## src/rtl/if_id_queue_if.sv

```systemverilog
`default_nettype none
// ============================================================================
//  Module      : if_id_queue_if
//  Description : Fetch/decode handshake bundle for the IF/ID instruction
//                queue. The master side is the fetch and decode environment.
//                The slave side is the queue itself.
//  Revision    : 1.0 - initial release
// ============================================================================
interface if_id_queue_if #(
    parameter int DEPTH = 2
) ();
    // Fetch side
    logic [31:0]                  InstrF;
    logic [31:0]                  PCF;
    logic [31:0]                  PCPlus4F;
    logic                         ValidF;
    logic                         ReadyF;
    // Decode side
    logic                         StallD;
    logic                         FlushD;
    logic [31:0]                  InstrD;
    logic [31:0]                  PCD;
    logic [31:0]                  PCPlus4D;
    logic                         ValidD;
    logic [$clog2(DEPTH+1)-1:0]   Count;

    // Environment: drives fetch data and decode control, observes the queue
    modport master (
        output InstrF, PCF, PCPlus4F, ValidF, StallD, FlushD,
        input  ReadyF, InstrD, PCD, PCPlus4D, ValidD, Count
    );

    // Queue: consumes fetch data and decode control, presents the head entry
    modport slave (
        input  InstrF, PCF, PCPlus4F, ValidF, StallD, FlushD,
        output ReadyF, InstrD, PCD, PCPlus4D, ValidD, Count
    );
endinterface
`default_nettype wire

```

## src/rtl/if_id_queue.sv

```systemverilog
`default_nettype none
// ============================================================================
//  Module      : if_id_queue
//  Description : Circular FIFO between instruction fetch and decode. Each
//                entry holds {Instr, PC, PCPlus4}. The head is presented
//                first-word fall-through. A NOP with zero PCs is presented
//                when the queue is empty. FlushD discards everything.
//  Revision    : 1.0 - initial release
// ============================================================================
module if_id_queue #(
    parameter int          DEPTH = 2,
    parameter logic [31:0] NOP   = 32'h00000013
) (
    input  wire logic         clk,
    input  wire logic         rst,      // asynchronous, active low
    if_id_queue_if.slave      bus
);

    localparam int c_PTR_W = $clog2(DEPTH);
    localparam int c_CNT_W = $clog2(DEPTH+1);
    localparam logic [c_CNT_W-1:0] c_FULL = c_CNT_W'(DEPTH);

    // Storage needs no reset: Count alone decides which entries are live.
    logic [31:0]        r_instr [DEPTH];
    logic [31:0]        r_pc    [DEPTH];
    logic [31:0]        r_pc4   [DEPTH];

    logic [c_PTR_W-1:0] r_wr_ptr;
    logic [c_PTR_W-1:0] r_rd_ptr;
    logic [c_CNT_W-1:0] r_count;

    logic               w_ready;
    logic               w_valid;
    logic               w_push;
    logic               w_pop;

    // ReadyF depends on Count only, so a full queue never accepts on a
    // same-cycle pop. This keeps the fetch stall path short.
    assign w_ready = (r_count != c_FULL);
    assign w_valid = (r_count != '0);
    assign w_push  = bus.ValidF && w_ready && !bus.FlushD;
    assign w_pop   = w_valid && !bus.StallD && !bus.FlushD;

    assign bus.ReadyF = w_ready;
    assign bus.ValidD = w_valid;
    assign bus.Count  = r_count;

    // Write the pushed instruction into the slot at the write pointer
    always_ff @(posedge clk) begin
        if (w_push) begin
            r_instr[r_wr_ptr] <= bus.InstrF;
            r_pc[r_wr_ptr]    <= bus.PCF;
            r_pc4[r_wr_ptr]   <= bus.PCPlus4F;
        end
    end

    // Pointer and occupancy bookkeeping; a flush returns to the reset state
    always_ff @(posedge clk or negedge rst) begin
        if (!rst) begin
            r_wr_ptr <= '0;
            r_rd_ptr <= '0;
            r_count  <= '0;
        end else if (bus.FlushD) begin
            r_wr_ptr <= '0;
            r_rd_ptr <= '0;
            r_count  <= '0;
        end else begin
            // DEPTH is a power of two, so natural overflow wraps the pointers
            if (w_push) begin
                r_wr_ptr <= r_wr_ptr + c_PTR_W'(1);
            end
            if (w_pop) begin
                r_rd_ptr <= r_rd_ptr + c_PTR_W'(1);
            end
            case ({w_push, w_pop})
                2'b10:   r_count <= r_count + c_CNT_W'(1);
                2'b01:   r_count <= r_count - c_CNT_W'(1);
                default: r_count <= r_count;
            endcase
        end
    end

    // Present the head entry, or a NOP bubble when the queue is empty
    always_comb begin
        bus.InstrD   = NOP;
        bus.PCD      = '0;
        bus.PCPlus4D = '0;
        if (w_valid) begin
            bus.InstrD   = r_instr[r_rd_ptr];
            bus.PCD      = r_pc[r_rd_ptr];
            bus.PCPlus4D = r_pc4[r_rd_ptr];
        end
    end

endmodule
`default_nettype wire

```

## src/flat_wrapper.sv

```systemverilog
// flat-port wrapper written by rule: the top's interface ports become plain ports
module if_id_queue_flat 
#(
    parameter int          DEPTH = 2,
    parameter logic [31:0] NOP   = 32'h00000013
)
  (clk, rst, bus_InstrF, bus_PCF, bus_PCPlus4F, bus_ValidF, bus_StallD, bus_FlushD, bus_ReadyF, bus_InstrD, bus_PCD, bus_PCPlus4D, bus_ValidD, bus_Count);
  if_id_queue_if #(.DEPTH(DEPTH)) bus_i ();
  input  wire logic clk;
  input  wire logic rst;
  input wire logic [$bits(bus_i.InstrF)-1:0] bus_InstrF;
  input wire logic [$bits(bus_i.PCF)-1:0] bus_PCF;
  input wire logic [$bits(bus_i.PCPlus4F)-1:0] bus_PCPlus4F;
  input wire logic [$bits(bus_i.ValidF)-1:0] bus_ValidF;
  input wire logic [$bits(bus_i.StallD)-1:0] bus_StallD;
  input wire logic [$bits(bus_i.FlushD)-1:0] bus_FlushD;
  output wire logic [$bits(bus_i.ReadyF)-1:0] bus_ReadyF;
  output wire logic [$bits(bus_i.InstrD)-1:0] bus_InstrD;
  output wire logic [$bits(bus_i.PCD)-1:0] bus_PCD;
  output wire logic [$bits(bus_i.PCPlus4D)-1:0] bus_PCPlus4D;
  output wire logic [$bits(bus_i.ValidD)-1:0] bus_ValidD;
  output wire logic [$bits(bus_i.Count)-1:0] bus_Count;
  assign bus_i.InstrF = bus_InstrF;
  assign bus_i.PCF = bus_PCF;
  assign bus_i.PCPlus4F = bus_PCPlus4F;
  assign bus_i.ValidF = bus_ValidF;
  assign bus_i.StallD = bus_StallD;
  assign bus_i.FlushD = bus_FlushD;
  assign bus_ReadyF = bus_i.ReadyF;
  assign bus_InstrD = bus_i.InstrD;
  assign bus_PCD = bus_i.PCD;
  assign bus_PCPlus4D = bus_i.PCPlus4D;
  assign bus_ValidD = bus_i.ValidD;
  assign bus_Count = bus_i.Count;
  if_id_queue #(.DEPTH(DEPTH), .NOP(NOP)) u_core (.clk(clk), .rst(rst), .bus(bus_i));
endmodule
```

## config.mk

```make
export PLATFORM = sky130hd
export DESIGN_NAME = if_id_queue_flat
export DESIGN_NICKNAME = d
export VERILOG_FILES = /design/src/rtl/if_id_queue_if.sv /design/src/rtl/if_id_queue.sv /design/src/flat_wrapper.sv
export SDC_FILE = /design/constraint.sdc
export NUM_CORES = 1
export LEC_CHECK = 0
export CAP_MARGIN = 20
export CORE_UTILIZATION = 40
export CTS_BUF_LIST = sky130_fd_sc_hd__clkbuf_8
export DETAILED_ROUTE_END_ITERATION = 6
export GPL_ROUTABILITY_DRIVEN = 1
export PLACE_DENSITY = 0.68
export SLEW_MARGIN = 20
export SYNTH_ARGS = -nofsm -noshare
export SYNTH_HDL_FRONTEND = slang
export SYNTH_SLANG_ARGS = --single-unit
```

## constraint.sdc

```tcl
create_clock -name clk -period 14.7 [get_ports clk]
set_clock_uncertainty 0.15 [all_clocks]
set_input_delay 3.675 -clock clk [delete_from_list [all_inputs] [get_ports clk]]
set_output_delay 3.675 -clock clk [all_outputs]
set_load 0.02 [all_outputs]
```

==> results list <==
- Routed length on met1: 6.10 mm
* Transition time of the tightest slew-check pin: roughly 0.90 ns
- Hold Buf Count CTS: 0
- After synthesis, the netlist uses 23 different library cells.
- Part of the total power dissipated in the clock network: between 30% and 40%
- Setup violation total in the final timing report: 0
* Number of max-cap violations: 0
- The run finished, with violations left.
- Static timing analysis puts the maximum clock frequency at 145 MHz.
- After floorplanning, the core was sized to cover between 0.015 and 0.02 sq mm.
- The floorplan has around 50 rows.
- In the synthesized netlist the async set-or-reset flop fraction comes to 2.04%.
- During synthesis, Yosys emitted a total of 0 warnings.
- Worst Path Max Fanout: slightly below 70
* Min cycle time layout: roughly 6.9 ns
* Dominant synthesized flop cell: sky130_fd_sc_hd__edfxtp_1
- The wire-length estimate of the detail-placed layout is ~9.5 mm.
- During placement, the flow inserted port buffers numbering 200.
- Measured in cells, the most critical reg-to-reg path has a length of 5.
- In the post-route analysis, the smallest setup slack over all paths is roughly 7.8 ns.
- The detailed router finished its first iteration with between 200 and 250 violations.
- Signal routing reaches up to met4.
- Resize count post-CTS: 0
- The multi-input combinational cells in the finished layout cover a total of about 0.0015 sq mm.
* Non-Filler Cell Area, Final: 0.0101 sq mm
- The sequential cells in the finished layout cover a total of between 0.005 and 0.006 sq mm.
- In this run, CTS created clock tree buffers numbering 17.
- At the worst endpoint, the required time is between 10 and 15 ns.
- For the worst-skew pair, the clock arrives at the later sink with an insertion delay of ~0.44 ns.
- Cells with a size suffix above 1 make up under 10% of the layout.
* Worst R2R Start: u_core.bus.Count[1]
- Effective utilization at floorplan: 41.1%
* Ordered cell list for the critical path: nor2_4 > buf_4 > nor2_1 > clkdlybuf4s50_1
* Net Switching: between 0.2 and 0.3 mW
- The library cells used most frequently in the layout, excluding fill and tap cells, are sky130_fd_sc_hd__clkdlybuf4s50_1 (200), sky130_fd_sc_hd__edfxtp_1 (192), sky130_fd_sc_hd__mux2i_1 (96).
- Timing analysis after detailed placement gives a worst setup slack of 8.02 ns.
- Summed over all layers, the routed wires come to 14.9 mm.
- Hold Crit Start: u_core.r_wr_ptr
- Number of global-route vias before repair: between 4000 and 5000
- The first detailed-routing pass ran for 7 iterations.
- Path type of the worst min-delay path: flop to flop
- Post-Synthesis Mean Instance Area: about 17 sq um
- After detailed placement, the total cell area comes to approximately 0.0097 sq mm.
- CP max-delay cell: sky130_fd_sc_hd__buf_4
- For this run the aggregate overflow at the end of global routing stands at 0.
- Net count of the mapped netlist: ~540
- Switching fraction of total power: a little under a quarter
- The number of antenna diodes in the final layout is 0.
- Total via count after detailed routing: between 4000 and 5000
- Destination of the worst hold path: u_core.r_wr_ptr
- Core occupancy in the finished layout: 55.5%
* Final RePlAce weighted congestion: ~0.7
* Worst-case clock buffer depth: 2
- #FFs+latches synth: ~200
- Entering global routing, the biggest net connects 70 pins.
- TritonCTS built the clock tree.
- Failing checks: design-rule violations
- At the worst endpoint, the arrival time is between 3 and 4 ns.
- Share of the yosys chip area belonging to registers: about 80%
- Remaining routing DRC violations: 14
- CTS built an H-tree with a depth of 4.
- Summed over all nets, wire length on met3 after detailed routing comes to about 840 um.
- Cell internal pwr: between 0.8 and 0.9 mW
* Relative area change from synthesis to final layout: 35.0%
- Sort of element at the start of the critical path: flop
- Number of cells in the design after placement: 848
* Net count, final: 739
* Final hold slack: ~0.46 ns
- ANT nets after route: 0
- CTS saw 196 sinks.
- Worst rel slew slack: between 30% and 40%
* Setup TNS: 0 ns
- Dividing the final minimum period by the clock period gives 46.9%.
- Hold Path Depth: 2
* Number of vias per cell after detailed routing: 4.82
- Final Instance Count excl. Fillers: ~900
* Reg clk slew, reported paths: approximately 0.09 ns
- Post-CTS timing repair inserted 0 buffers for setup.
* Clock tree root buffer cell: sky130_fd_sc_hd__clkbuf_8
- Final hold violation count: 0
- Most common cell after layout, fill and taps aside: sky130_fd_sc_hd__clkdlybuf4s50_1
* Maximum single-stage delay on the critical path: just under 0.7 ns
- The design draws about 1.1 mW.
- The first global-routing pass estimated between 20 and 25 mm of wire.
- Final slew viol count: 0
- Synthesis produced a netlist whose cell count is ~430.
- The worst setup path is of the flop to output pin kind.
- Worst reg2reg path endpoint: u_core.r_pc[1][26]
- LEAKAGE: 3.28 nW
- In this run the power density over the cells is about 110 mW/mm^2.
* Sequential share of power: a little under three fifths
- Combinational cells account for between 10% and 20% of the total power.
- Count of filler cells inserted in the layout: roughly 1400
- Chip Width: between 100 and 150 um
* R2R setup slack: 11.82 ns
- The synthesized netlist occupies a cell area of 0.00747 sq mm.
- Global routing consumed, over all layers together, between 15 and 20% of the routing resources.
* Initial antenna violation count: 0
- IO Pins: 201
- Yosys mapped a number of flops with a built-in enable equal to 192.
- RSZ-0062 raised after global routing: no
- DIE HEIGHT: about 140 um
- STA classifies the critical path endpoint as an output pin.
- WL met2: 7.73 mm
- Max IR drop VDD: 0.0558 mV
- The die covers between 0.015 and 0.02 sq mm.
- In the final routed layout, each cell accounts on average for ~17 um.
## area by class of cell
class	instances	share of cell area, %
clock inverter	15	1.63
timing repair buffer	206	20.3
clock buffer	17	2.32
multi-input combinational	214	14.5
sequential	196	58.2
inverter	3	0.112
tap	229	2.84
## synth_stat cells (2+ instances only)
library cell	n	area share (%)
sky130_fd_sc_hd__clkbuf_1	3	0.15
sky130_fd_sc_hd__nand2b_1	3	0.25
sky130_fd_sc_hd__inv_1	3	0.15
sky130_fd_sc_hd__a21oi_1	3	0.20
sky130_fd_sc_hd__mux2i_1	96	13
sky130_fd_sc_hd__edfxtp_1	192	77
sky130_fd_sc_hd__nand2_1	5	0.25
sky130_fd_sc_hd__nor2_1	93	4.7
sky130_fd_sc_hd__buf_4	6	0.60
sky130_fd_sc_hd__buf_6	4	0.60
sky130_fd_sc_hd__o21ai_0	2	0.13
sky130_fd_sc_hd__dfrtp_1	4	1.3
sky130_fd_sc_hd__or3_1	2	0.17
sky130_fd_sc_hd__buf_2	8	0.54
sky130_fd_sc_hd__nand3_1	2	0.13
## worst max path at each step
stage	start	endpoint	slack, ns
6_report	u_core.bus.Count[0]	bus_InstrD[28]	7.81
5_1_grt	u_core.bus.Count[0]	bus_PCD[2]	7.53
4_1_cts	u_core.r_rd_ptr	bus_InstrD[11]	7.50
3_5_place_dp	u_core.r_rd_ptr	bus_InstrD[11]	8.02
3_3_place_gp	u_core.r_rd_ptr	bus_InstrD[11]	8.02
2_1_floorplan	bus_ValidF	u_core.r_instr[1][0]	3.15
## cell families (layout without fill, tap and decap cells)
logic type / count (synthesis) / after routing / share of synthesized area, %
compound gates: 8 / 8 / 0.587
buf+inv: 24 / 241 / 2.04
flops: 196 / 196 / 78.6
mux: 96 / 96 / 12.9
simple gates: 110 / 110 / 5.93
## power by group through the flow
stage          logic [mW]  registers, mW  clock network (mW)
2_1_floorplan      0.0808          0.657                   0
3_3_place_gp        0.160          0.655                   0
3_5_place_dp        0.162          0.656                   0
4_1_cts             0.163          0.644               0.356
5_1_grt             0.171          0.645               0.380
6_report            0.160          0.643               0.344
## critical path: cells and delay by family (launching register included)
family,cells,cell delay (ns)
AND/OR/NAND/NOR,2,0.79
buffers and inverters,2,1.26
flip-flops,1,0.48
## flip-flops by register name, summed over array words and instances, names as in the netlist
register	cells
u_core.r_pc4	64
u_core.r_rd_ptr	1
u_core.r_wr_ptr	1
u_core.r_pc	64
u_core.bus.Count	2
u_core.r_instr	64
## per-layer routing
layer	up-vias	global-route usage, %
met5	-	0
met2	138	27.8
met1	2075	18.5
li1	2012	-
met3	16	4.45
met4	0	6.02
Power figures use the tool's default switching activity.
